**src/rtl/divider32_if.sv**
```systemverilog
// divider32_if: start/done request bus between the ALU and the divider.
interface divider32_if;
  logic        start;
  logic [31:0] dividend;
  logic [31:0] divisor;
  logic        signedOp;
  logic        busy;
  logic        done;
  logic [31:0] quotient;
  logic [31:0] remainder;
  logic        divByZero;

  // ALU side issues requests and consumes results
  modport master (
    output start, dividend, divisor, signedOp,
    input  busy, done, quotient, remainder, divByZero
  );

  // divider side
  modport slave (
    input  start, dividend, divisor, signedOp,
    output busy, done, quotient, remainder, divByZero
  );
endinterface

```
**src/rtl/divider32.sv**
```systemverilog
// divider32: multi-cycle 32-bit restoring divider, one quotient bit per cycle.
// Optional feature macro: DIVIDER32_SIGNED_EN (two's-complement divide via signedOp).
// Without it every operation is unsigned; PREP and FIX stay as pass-through states.
module divider32 (
  input  logic         clock,
  input  logic         reset,
  divider32_if.slave   bus
);

  localparam int unsigned W  = 32;
  localparam int unsigned CW = 5;

  typedef enum logic [2:0] {IDLE, PREP, ITER, FIX, DONE} state_t;

  state_t          state;
  logic [CW-1:0]   count;
  logic [W-1:0]    r;
  logic [W-1:0]    q;
  logic [W-1:0]    b;
  logic [W-1:0]    dvd;
  logic            dbz;
  logic            negq;
  logic            negr;
  logic            busy_q;
  logic            done_q;
  logic [W-1:0]    quotient_q;
  logic [W-1:0]    remainder_q;
  logic            divbyzero_q;

`ifdef DIVIDER32_SIGNED_EN
  logic            sgn;
`else
  assign negq = 1'b0;
  assign negr = 1'b0;
`endif

  logic            c;
  logic [W-1:0]    s;
  logic [W:0]      sub;
  logic            success;
  logic [W-1:0]    q_fix;
  logic [W-1:0]    r_fix;

  // One restoring step: shift R:Q left, trial-subtract the divisor magnitude
  always_comb begin
    c       = r[W-1];
    s       = {r[W-2:0], q[W-1]};
    sub     = {1'b0, s} - {1'b0, b};
    success = c | ~sub[W];
    q_fix   = negq ? (~q + W'(1)) : q;
    r_fix   = negr ? (~r + W'(1)) : r;
  end

  // Sequencer and registered outputs
  always_ff @(posedge clock or negedge reset) begin
    if (!reset) begin
      state       <= IDLE;
      count       <= '0;
      r           <= '0;
      q           <= '0;
      b           <= '0;
      dvd         <= '0;
      dbz         <= 1'b0;
`ifdef DIVIDER32_SIGNED_EN
      sgn         <= 1'b0;
      negq        <= 1'b0;
      negr        <= 1'b0;
`endif
      busy_q      <= 1'b0;
      done_q      <= 1'b0;
      quotient_q  <= '0;
      remainder_q <= '0;
      divbyzero_q <= 1'b0;
    end else begin
      case (state)
        IDLE: begin
          done_q <= 1'b0;
          if (bus.start) begin
            q      <= bus.dividend;
            b      <= bus.divisor;
            dvd    <= bus.dividend;
`ifdef DIVIDER32_SIGNED_EN
            sgn    <= bus.signedOp;
`endif
            busy_q <= 1'b1;
            state  <= PREP;
          end
        end
        PREP: begin
`ifdef DIVIDER32_SIGNED_EN
          negq <= sgn & (q[W-1] ^ b[W-1]);
          negr <= sgn & q[W-1];
          if (sgn && q[W-1]) q <= ~q + W'(1);
          if (sgn && b[W-1]) b <= ~b + W'(1);
`endif
          dbz   <= (b == '0);
          r     <= '0;
          count <= CW'(31);
          state <= ITER;
        end
        ITER: begin
          r <= success ? sub[W-1:0] : s;
          q <= {q[W-2:0], success};
          if (count == '0) begin
            state <= FIX;
          end else begin
            count <= count - CW'(1);
          end
        end
        FIX: begin
          // Divide by zero reports all-ones and the untouched dividend
          quotient_q  <= dbz ? '1  : q_fix;
          remainder_q <= dbz ? dvd : r_fix;
          divbyzero_q <= dbz;
          busy_q      <= 1'b0;
          done_q      <= 1'b1;
          state       <= DONE;
        end
        DONE: begin
          done_q <= 1'b0;
          state  <= IDLE;
        end
        default: state <= IDLE;
      endcase
    end
  end

  assign bus.busy      = busy_q;
  assign bus.done      = done_q;
  assign bus.quotient  = quotient_q;
  assign bus.remainder = remainder_q;
  assign bus.divByZero = divbyzero_q;

endmodule

```
**src/flat_wrapper.sv**
```systemverilog
// flat-port wrapper written by rule: the top's interface ports become plain ports
module divider32_flat 
  (clock, reset, bus_start, bus_dividend, bus_divisor, bus_signedOp, bus_busy, bus_done, bus_quotient, bus_remainder, bus_divByZero);
  divider32_if bus_i ();
  input  logic clock;
  input  logic reset;
  input wire logic [$bits(bus_i.start)-1:0] bus_start;
  input wire logic [$bits(bus_i.dividend)-1:0] bus_dividend;
  input wire logic [$bits(bus_i.divisor)-1:0] bus_divisor;
  input wire logic [$bits(bus_i.signedOp)-1:0] bus_signedOp;
  output wire logic [$bits(bus_i.busy)-1:0] bus_busy;
  output wire logic [$bits(bus_i.done)-1:0] bus_done;
  output wire logic [$bits(bus_i.quotient)-1:0] bus_quotient;
  output wire logic [$bits(bus_i.remainder)-1:0] bus_remainder;
  output wire logic [$bits(bus_i.divByZero)-1:0] bus_divByZero;
  assign bus_i.start = bus_start;
  assign bus_i.dividend = bus_dividend;
  assign bus_i.divisor = bus_divisor;
  assign bus_i.signedOp = bus_signedOp;
  assign bus_busy = bus_i.busy;
  assign bus_done = bus_i.done;
  assign bus_quotient = bus_i.quotient;
  assign bus_remainder = bus_i.remainder;
  assign bus_divByZero = bus_i.divByZero;
  divider32 u_core (.clock(clock), .reset(reset), .bus(bus_i));
endmodule
```
**config.mk**
```make
export PLATFORM = sky130hd
export DESIGN_NAME = divider32_flat
export DESIGN_NICKNAME = d
export VERILOG_FILES = /design/src/rtl/divider32_if.sv /design/src/rtl/divider32.sv /design/src/flat_wrapper.sv
export SDC_FILE = /design/constraint.sdc
export NUM_CORES = 1
export LEC_CHECK = 0
export ABC_AREA = 1
export BUFFER_PORTS_ARGS = -buffer_cell sky130_fd_sc_hd__buf_4
export CELL_PAD_IN_SITES_DETAIL_PLACEMENT = 1
export CELL_PAD_IN_SITES_GLOBAL_PLACEMENT = 1
export CORE_MARGIN = 3
export CORE_UTILIZATION = 30
export DETAILED_ROUTE_END_ITERATION = 7
export HOLD_SLACK_MARGIN = 0.1
export PLACE_DENSITY = 0.64
export SLEW_MARGIN = 20
export SYNTH_ARGS = -nofsm -noshare
export SYNTH_HDL_FRONTEND = slang
export SYNTH_SLANG_ARGS = --single-unit
```
**constraint.sdc**
```tcl
create_clock -name clock -period 3.8 [get_ports clock]
set_input_delay 0.38 -clock clock [delete_from_list [all_inputs] [get_ports clock]]
set_output_delay 0.38 -clock clock [all_outputs]
set_load 0.005 [all_outputs]
```
==> summary.md, run 1 <==
| Metric | Value |
|---|---|
| Status | complete, no violations |
| DRT iter0 DRCs | 450 |
| Fill count | 4422 |
| Boundary Pins | 135 |
| Width of the die | 197 um |
| Placer Congestion | 0.875 |
| DR pass1 iterations | 5 |
| CTS tree | yes |
| ANT cells | 0 |
| Number of buffers added for setup after CTS | 0 |
| Largest net degree at the start of global routing | 83 |
| Placed insts | 2006 |
| Max-slew violations | 0 |
| Max stage delay on crit path | 0.42 ns |
| Final period demand of the worst path | 2.86 ns |
| Clock skew | 0.0112 ns |
| Mapped Cells | 1450 |
| Hold_sp | bus_dividend[20] |
| Area Overhead vs Synth | 23.4% |
| Cell family with most CP delay | simple AND/OR/NAND/NOR gates |
| Routed length on met2 | 16300 um |
| Total power | 9530 uW |
| Reg power frac | 0.341 |
| Cells resized by post-CTS repair | 0 |
| Most common cell after layout, fill and taps aside | nand2_1 |
| Net Sw Power | 3860 uW |
| Clk buf depth | 3 |
| Htree depth | 1 |
| Total Wirelength | 34400 um |
| Total number of vias | 9825 |
| Vias in the first global route | 10600 |
| VDD IR max | 0.000290 V |
| Sequential area share after synthesis | 0.465 |
| Met1 wire length | 16500 um |
| Drt via density | 4.72 |
| Share of power burned in combinational logic | 0.425 |
| Cell-internal power | 5670 uW |
| Slowest cell on crit path | fa_1 |
| Max_cap viols | 0 |
| Max Used Layer | met4 |
| Mean post-synth cell area | 7.57 um2 |
| Path type of the worst min-delay path | in2reg |
| #FFs+latches synth | 204 |
| Worst reg-to-reg path cell count | 17 |
| Critical R2R Launch | u_core.q[31]$_DFFE_PN0P_ |
| Sw Share | 0.405 |
| WS Path Type | reg2reg |
| CP required | 4.23 ns |
| CTS Sinks | 204 |
| Synth Flop Type | dfrtp_1 |
| DIE AREA | 38900 um2 |
| Total negative slack | 0 ns |
| Warnings, synthesis | 0 |
| Final WS setup | 0.944 ns |
| Most frequent cells in the layout | 429 x nand2_1, 236 x inv_1, 203 x dfrtp_1 |
| Final period util | 0.751 |
| Core area | 35800 um2 |
| Unrepaired setup endpoints after global routing | false |
| Worst Tran Pin Value | 0.795 ns |
| Cts bufs inserted | 23 |
| Multi-input logic area | 4710 um2 |
| Flop2flop setup slack | 0.94 ns |
| Antenna violations before repair | 0 |
| Final-report setup violation count | 0 |
| Element type at the critical path end | flop |
| WP data arrival | 3.28 ns |
| Worst-path cell chain | inv_1 -> ha_1 -> inv_1 -> fa_1 -> nand2_1 -> nand2_1 -> nand3_2 -> nand2_2 -> nand2_2 -> nand2_2 -> nand2_1 -> nand3_2 -> buf_4 -> buf_4 -> nand2_1 -> nand2_1 -> o21ai_0 |
| # hold bufs at CTS | 34 |
| DRC violations left | 0 |
| Total grt overflow | 0 |
| Pre-CTS setup slack | 0.944 ns |
| Fin. Hold Viols | 0 |
| Routed Antenna Nets | 0 |
| Post-synth EDFFs | 0 |
| Worst-path fanout max | 19 |
| Mapped cell area | 11000 um2 |
| I/O Buffers | 133 |
| Post-route insts no fill | 2081 |
| Initial core utilization | 0.307 |
| Final nets | 1707 |
| Clock slew at reported path FFs | 0.06 ns |
| FFs w/ async S/R, synth | 1.00 |
| Global-route wire length before repair | 56300 um |
| Hold depth | 3 |
| Levels on crit path | 17 |
| Clk network pwr share | 0.234 |
| Root Driver | clkbuf_16 |
| CP startpoint kind | flop |
| DP HPWL | 26200 um |
| DR WL/cell | 16.6 um |
| Most used cell, CP | nand2_1 |
| Cell variety after synth | 40 |
| Met3 wire len | 1120 um |
| Worst Path Buf+Inv | 4 |
| WHS Endpoint | u_core.q[20]$_DFFE_PN0P_ |
| Critical R2R Capture | u_core.r[12]$_DFFE_PN0P_ |
| Syn nets | 1553 |
| GRT Resource Usage Total | 0.178 |
| Pwr Density | 703 nW/um2 |
| Fmax | 350 MHz |
| Die Ht | 197 um |
| Leakage | 0.00691 uW |
| Sequential cell area | 5110 um2 |
| Slew headroom | 0.465 |
| Clock latency on the worst-skew pair | 0.51 ns |
| Rows | 69 |
| Share of cells above drive strength 1 | 0.135 |
[stage by stage]
stage               instance area [um2]   util  hold WS, ns
floorplan                         11000      -       0.0844
global placement                  12500  0.348        0.459
detailed placement                12500  0.348        0.469
CTS                               13600  0.378        0.102
global route                      13600  0.378        0.113
finish                            13600  0.378        0.116
[worst max path at each step]
stage,startpoint,to,slack (ns)
finish,u_core.q[31]$_DFFE_PN0P_,u_core.r[12]$_DFFE_PN0P_,0.94
global route,u_core.q[31]$_DFFE_PN0P_,u_core.r[12]$_DFFE_PN0P_,0.69
CTS,u_core.q[31]$_DFFE_PN0P_,u_core.r[12]$_DFFE_PN0P_,0.92
detailed placement,u_core.q[31]$_DFFE_PN0P_,u_core.r[12]$_DFFE_PN0P_,0.94
global placement,u_core.q[31]$_DFFE_PN0P_,u_core.r[12]$_DFFE_PN0P_,1.02
floorplan,u_core.q[31]$_DFFE_PN0P_,u_core.r[11]$_DFFE_PN0P_,1.73
[kinds of logic (layout without fill, tap and decap cells)]
family / count (synthesis) / after routing / synth area share
flops: 204 / 204 / 0.465
buf+inv: 299 / 469 / 0.108
compound gates: 244 / 244 / 0.125
xor+xnor: 15 / 15 / 0.0120
fa+ha+maj: 35 / 35 / 0.0406
simple gates: 653 / 653 / 0.250
[registers in the layout, indices dropped and copies added, names as in the netlist]
signal / count
u_core.bus.busy: 1
u_core.bus.quotient: 32
u_core.b: 32
u_core.dbz: 1
u_core.q: 32
u_core.dvd: 32
u_core.r: 32
u_core.count: 5
u_core.bus.done: 1
u_core.bus.remainder: 32
u_core.bus.divByZero: 1
u_core.state: 3
[layer usage]
layer / up-vias / global-route usage
li1: 4896 / -
met1: 4766 / 0.249
met2: 131 / 0.306
met3: 32 / 0.0154
met4: 0 / 0.0338
met5: - / 0
[power by group through the flow]
stage | Sequential, uW | Combinational [uW] | Clock (uW)
detailed placement | 3300 | 4060 | 0
global route | 3350 | 4640 | 2390
global placement | 3260 | 3950 | 0
finish | 3250 | 4050 | 2230
CTS | 3260 | 4120 | 2300
floorplan | 3230 | 2660 | 0
[layout make-up]
type,count,area share
clock inverter,7,0.00656
timing repair buffer,184,0.110
inverter,244,0.0677
sequential,204,0.377
tap,461,0.0426
clock buffer,34,0.0492
multi-input combinational,947,0.348
[cells in the mapped netlist, types with 2 or more instances]
cell,number,area (um2)
buf_6,3,33.8
and2_1,3,18.8
nand4_1,18,113
nor2_2,4,25.0
buf_1,3,11.3
nand3b_1,6,45.0
nor3_1,9,45.0
o21ai_0,143,716
nand3_1,73,365
inv_2,5,18.8
dfrtp_1,204,5100
nand2_1,429,1610
xnor2_1,15,131
nand2_2,7,43.8
ha_1,34,425
nand3_2,9,90.1
o221ai_1,31,272
a21oi_1,56,280
nor4_1,3,18.8
o21bai_1,4,30.0
inv_1,238,893
buf_2,20,100
a21oi_2,2,17.5
clkbuf_1,28,105
nor2_1,87,327
o21ai_1,2,10.0
[worst register-to-register path, delay by kind of cell (launching register included)]
| kind | cells | cell delay (ns) |
|---|---|---|
| simple gates | 10 | 0.92 |
| fa+ha+maj | 2 | 0.60 |
| flops | 1 | 0.36 |
| buf+inv | 4 | 0.73 |
| compound gates | 1 | 0.16 |
Power figures use the tool's default switching activity.
==> inputs of run 2 (changes only) <==
PLACE_DENSITY = 0.67   (was 0.64)
clock period = 2.44 ns   (was 3.8 ns; I/O delays follow)
==> run 2 against run 1 <==
- fmax increased by 24%
- register-to-register slack got worse by 0.81 ns
- utilization increased by 2.4 points
- clock skew increased by 0.026 ns
- die area unchanged
- largest power group unchanged
==> summary.md, run 2 (synthesis results as in run 1) <==
| Metric | Value |
|---|---|
| Core area | 35800 um2 (unchanged) |
| Width of the die | 197 um (unchanged) |
| WP data arrival | 2.69 ns (was 3.28 ns) |
| Most common cell after layout, fill and taps aside | nand2_1 (unchanged) |
| Final period util | 0.944 (was 0.751) |
| Clock slew at reported path FFs | 0.06 ns (about the same) |
| Drt via density | 4.72 (about the same) |
| GRT Resource Usage Total | 0.184 (was 0.178) |
| Final period demand of the worst path | 2.30 ns (was 2.86 ns) |
| Routed Antenna Nets | 0 (unchanged) |
| Total number of vias | 10100 (was 9825) |
| Max_cap viols | 0 (unchanged) |
| Rows | 69 (unchanged) |
| Placer Congestion | 0.862 (was 0.875) |
| Status | complete, no violations (unchanged) |
| CTS Sinks | 204 (unchanged) |
| WS Path Type | reg2reg (unchanged) |
| Path type of the worst min-delay path | in2async (was in2reg) |
| Pwr Density | 1080 nW/um2 (was 703 nW/um2) |
| Area Overhead vs Synth | 31.3% (was 23.4%) |
| Worst reg-to-reg path cell count | 11 (was 17) |
| Slew headroom | 0.488 (was 0.465) |
| Antenna violations before repair | 0 (unchanged) |
| DRC violations left | 0 (unchanged) |
| CP required | 2.82 ns (was 4.23 ns) |
| I/O Buffers | 133 (unchanged) |
| Fmax | 434 MHz (was 350 MHz) |
| Clk buf depth | 3 (unchanged) |
| Critical R2R Launch | u_core.r[13]$_DFFE_PN0P_ (was u_core.q[31]$_DFFE_PN0P_) |
| Total grt overflow | 0 (unchanged) |
| Boundary Pins | 135 (unchanged) |
| Worst Tran Pin Value | 0.768 ns (was 0.795 ns) |
| Critical R2R Capture | u_core.r[22]$_DFFE_PN0P_ (was u_core.r[12]$_DFFE_PN0P_) |
| Final-report setup violation count | 0 (unchanged) |
| DR pass1 iterations | 4 (was 5) |
| Largest net degree at the start of global routing | 93 (was 83) |
| Initial core utilization | 0.307 (unchanged) |
| Final nets | 1775 (was 1707) |
| Element type at the critical path end | flop (unchanged) |
| DRT iter0 DRCs | 458 (was 450) |
| Fin. Hold Viols | 0 (unchanged) |
| Flop2flop setup slack | 0.14 ns (was 0.94 ns) |
| Clock skew | 0.0374 ns (was 0.0112 ns) |
| Max-slew violations | 0 (unchanged) |
| ANT cells | 0 (unchanged) |
| DR WL/cell | 16.7 um (was 16.6 um) |
| Setup crit start | u_core.r[13]$_DFFE_PN0P_ (was u_core.q[31]$_DFFE_PN0P_) |
| Worst-path fanout max | 4 (was 19) |
| End point of the critical path | u_core.r[22]$_DFFE_PN0P_ (was u_core.r[12]$_DFFE_PN0P_) |
| Global-route wire length before repair | 57900 um (was 56300 um) |
| Leakage | 0.00729 uW (was 0.00691 uW) |
| Cts bufs inserted | 24 (was 23) |
| DIE AREA | 38900 um2 (unchanged) |
| Clock latency on the worst-skew pair | 0.53 ns (was 0.51 ns) |
| CTS tree | yes (unchanged) |
| CP startpoint kind | flop (unchanged) |
| Total negative slack | 0 ns (unchanged) |
| Root Driver | clkbuf_16 (unchanged) |
| Unrepaired setup endpoints after global routing | false (unchanged) |
| Htree depth | 1 (unchanged) |
| Die Ht | 197 um (unchanged) |
| Share of cells above drive strength 1 | 0.168 (was 0.135) |
| Total Wirelength | 35800 um (was 34400 um) |
| Final WS setup | 0.136 ns (was 0.944 ns) |
| Vias in the first global route | 10700 (was 10600) |
| DP HPWL | 26500 um (was 26200 um) |
| Most frequent cells in the layout | 423 x nand2_1, 233 x inv_1, 202 x dfrtp_1 (was 429 x nand2_1, 236 x inv_1, 203 x dfrtp_1) |
| VDD IR max | 0.000415 V (was 0.000290 V) |
| Pre-CTS setup slack | 0.0331 ns (was 0.944 ns) |
[run 2: through the flow]
stage                     std cells  utilization  power, uW  hold slack, ns  cell area, um2
final                          2149        0.402      15600           0.310           14400
after global placement         2038        0.356      11500           0.294           12800
after global routing           2149        0.402      16900           0.355           14400
after detailed placement       2038        0.356      11700           0.294           12800
after floorplan                1450            -       9180         -0.0516           11000
after CTS                      2147        0.398      15700           0.290           14300
[run 2: power breakdown]
group          total [uW]  leakage (uW)  switching (uW)  internal, uW
clock network        3700      0.000403            1460          2240
registers            5080       0.00258             496          4580
logic                6830       0.00431            4340          2490
total               15600       0.00729            6300          9310
[run 2: layer usage]
| layer | vias to the layer above | wire length, um | GRT usage |
|---|---|---|---|
| met5 | - | 0 | 0 |
| met4 | 0 | 587 | 0.0401 |
| met3 | 25 | 1070 | 0.0183 |
| met2 | 144 | 16900 | 0.314 |
| met1 | 4936 | 17200 | 0.255 |
| li1 | 5038 | - | - |
[run 2: what timing repair did]
action                     4_1_cts  5_1_grt
setup buffers                    0        1
gates resized for setup          4       30
gates cloned                     0        1
hold endpoints to repair       160        0
setup endpoints to repair        5       31
hold buffers                    67        0
pin swaps                        0        5
[run 2: how the worst min path moves through the flow]
stage	from	endpoint	slack, ns	depth (start not counted)
2_1_floorplan	reset	u_core.b[0]$_DFFE_PN0P_	-0.05	0
3_3_place_gp	reset	u_core.b[10]$_DFFE_PN0P_	0.29	1
3_5_place_dp	reset	u_core.b[4]$_DFFE_PN0P_	0.29	1
4_1_cts	reset	u_core.b[17]$_DFFE_PN0P_	0.29	2
5_1_grt	reset	u_core.b[6]$_DFFE_PN0P_	0.36	2
6_report	reset	u_core.b[6]$_DFFE_PN0P_	0.31	2
[run 2: area by class of cell]
type                    count  area, um2
fillers                  4323      21400
well taps                 461        577
flip-flops and latches    204       5110
multi-input cells         947       4830
clock buffers              33        706
clock inverters             9        111
inverters                 244        917
repair buffers            251       2170
[run 2: worst max-delay path, stage by stage (launching register included)]
cell     delay [ns]
dfrtp_1        0.45
ha_1           0.39
nand2_1        0.15
nor2_1         0.21
inv_1          0.08
nor3_2         0.23
buf_4          0.17
nand3_1        0.12
nand4_1        0.13
nand3_2        0.12
nand3_1        0.09
nand2_1        0.05
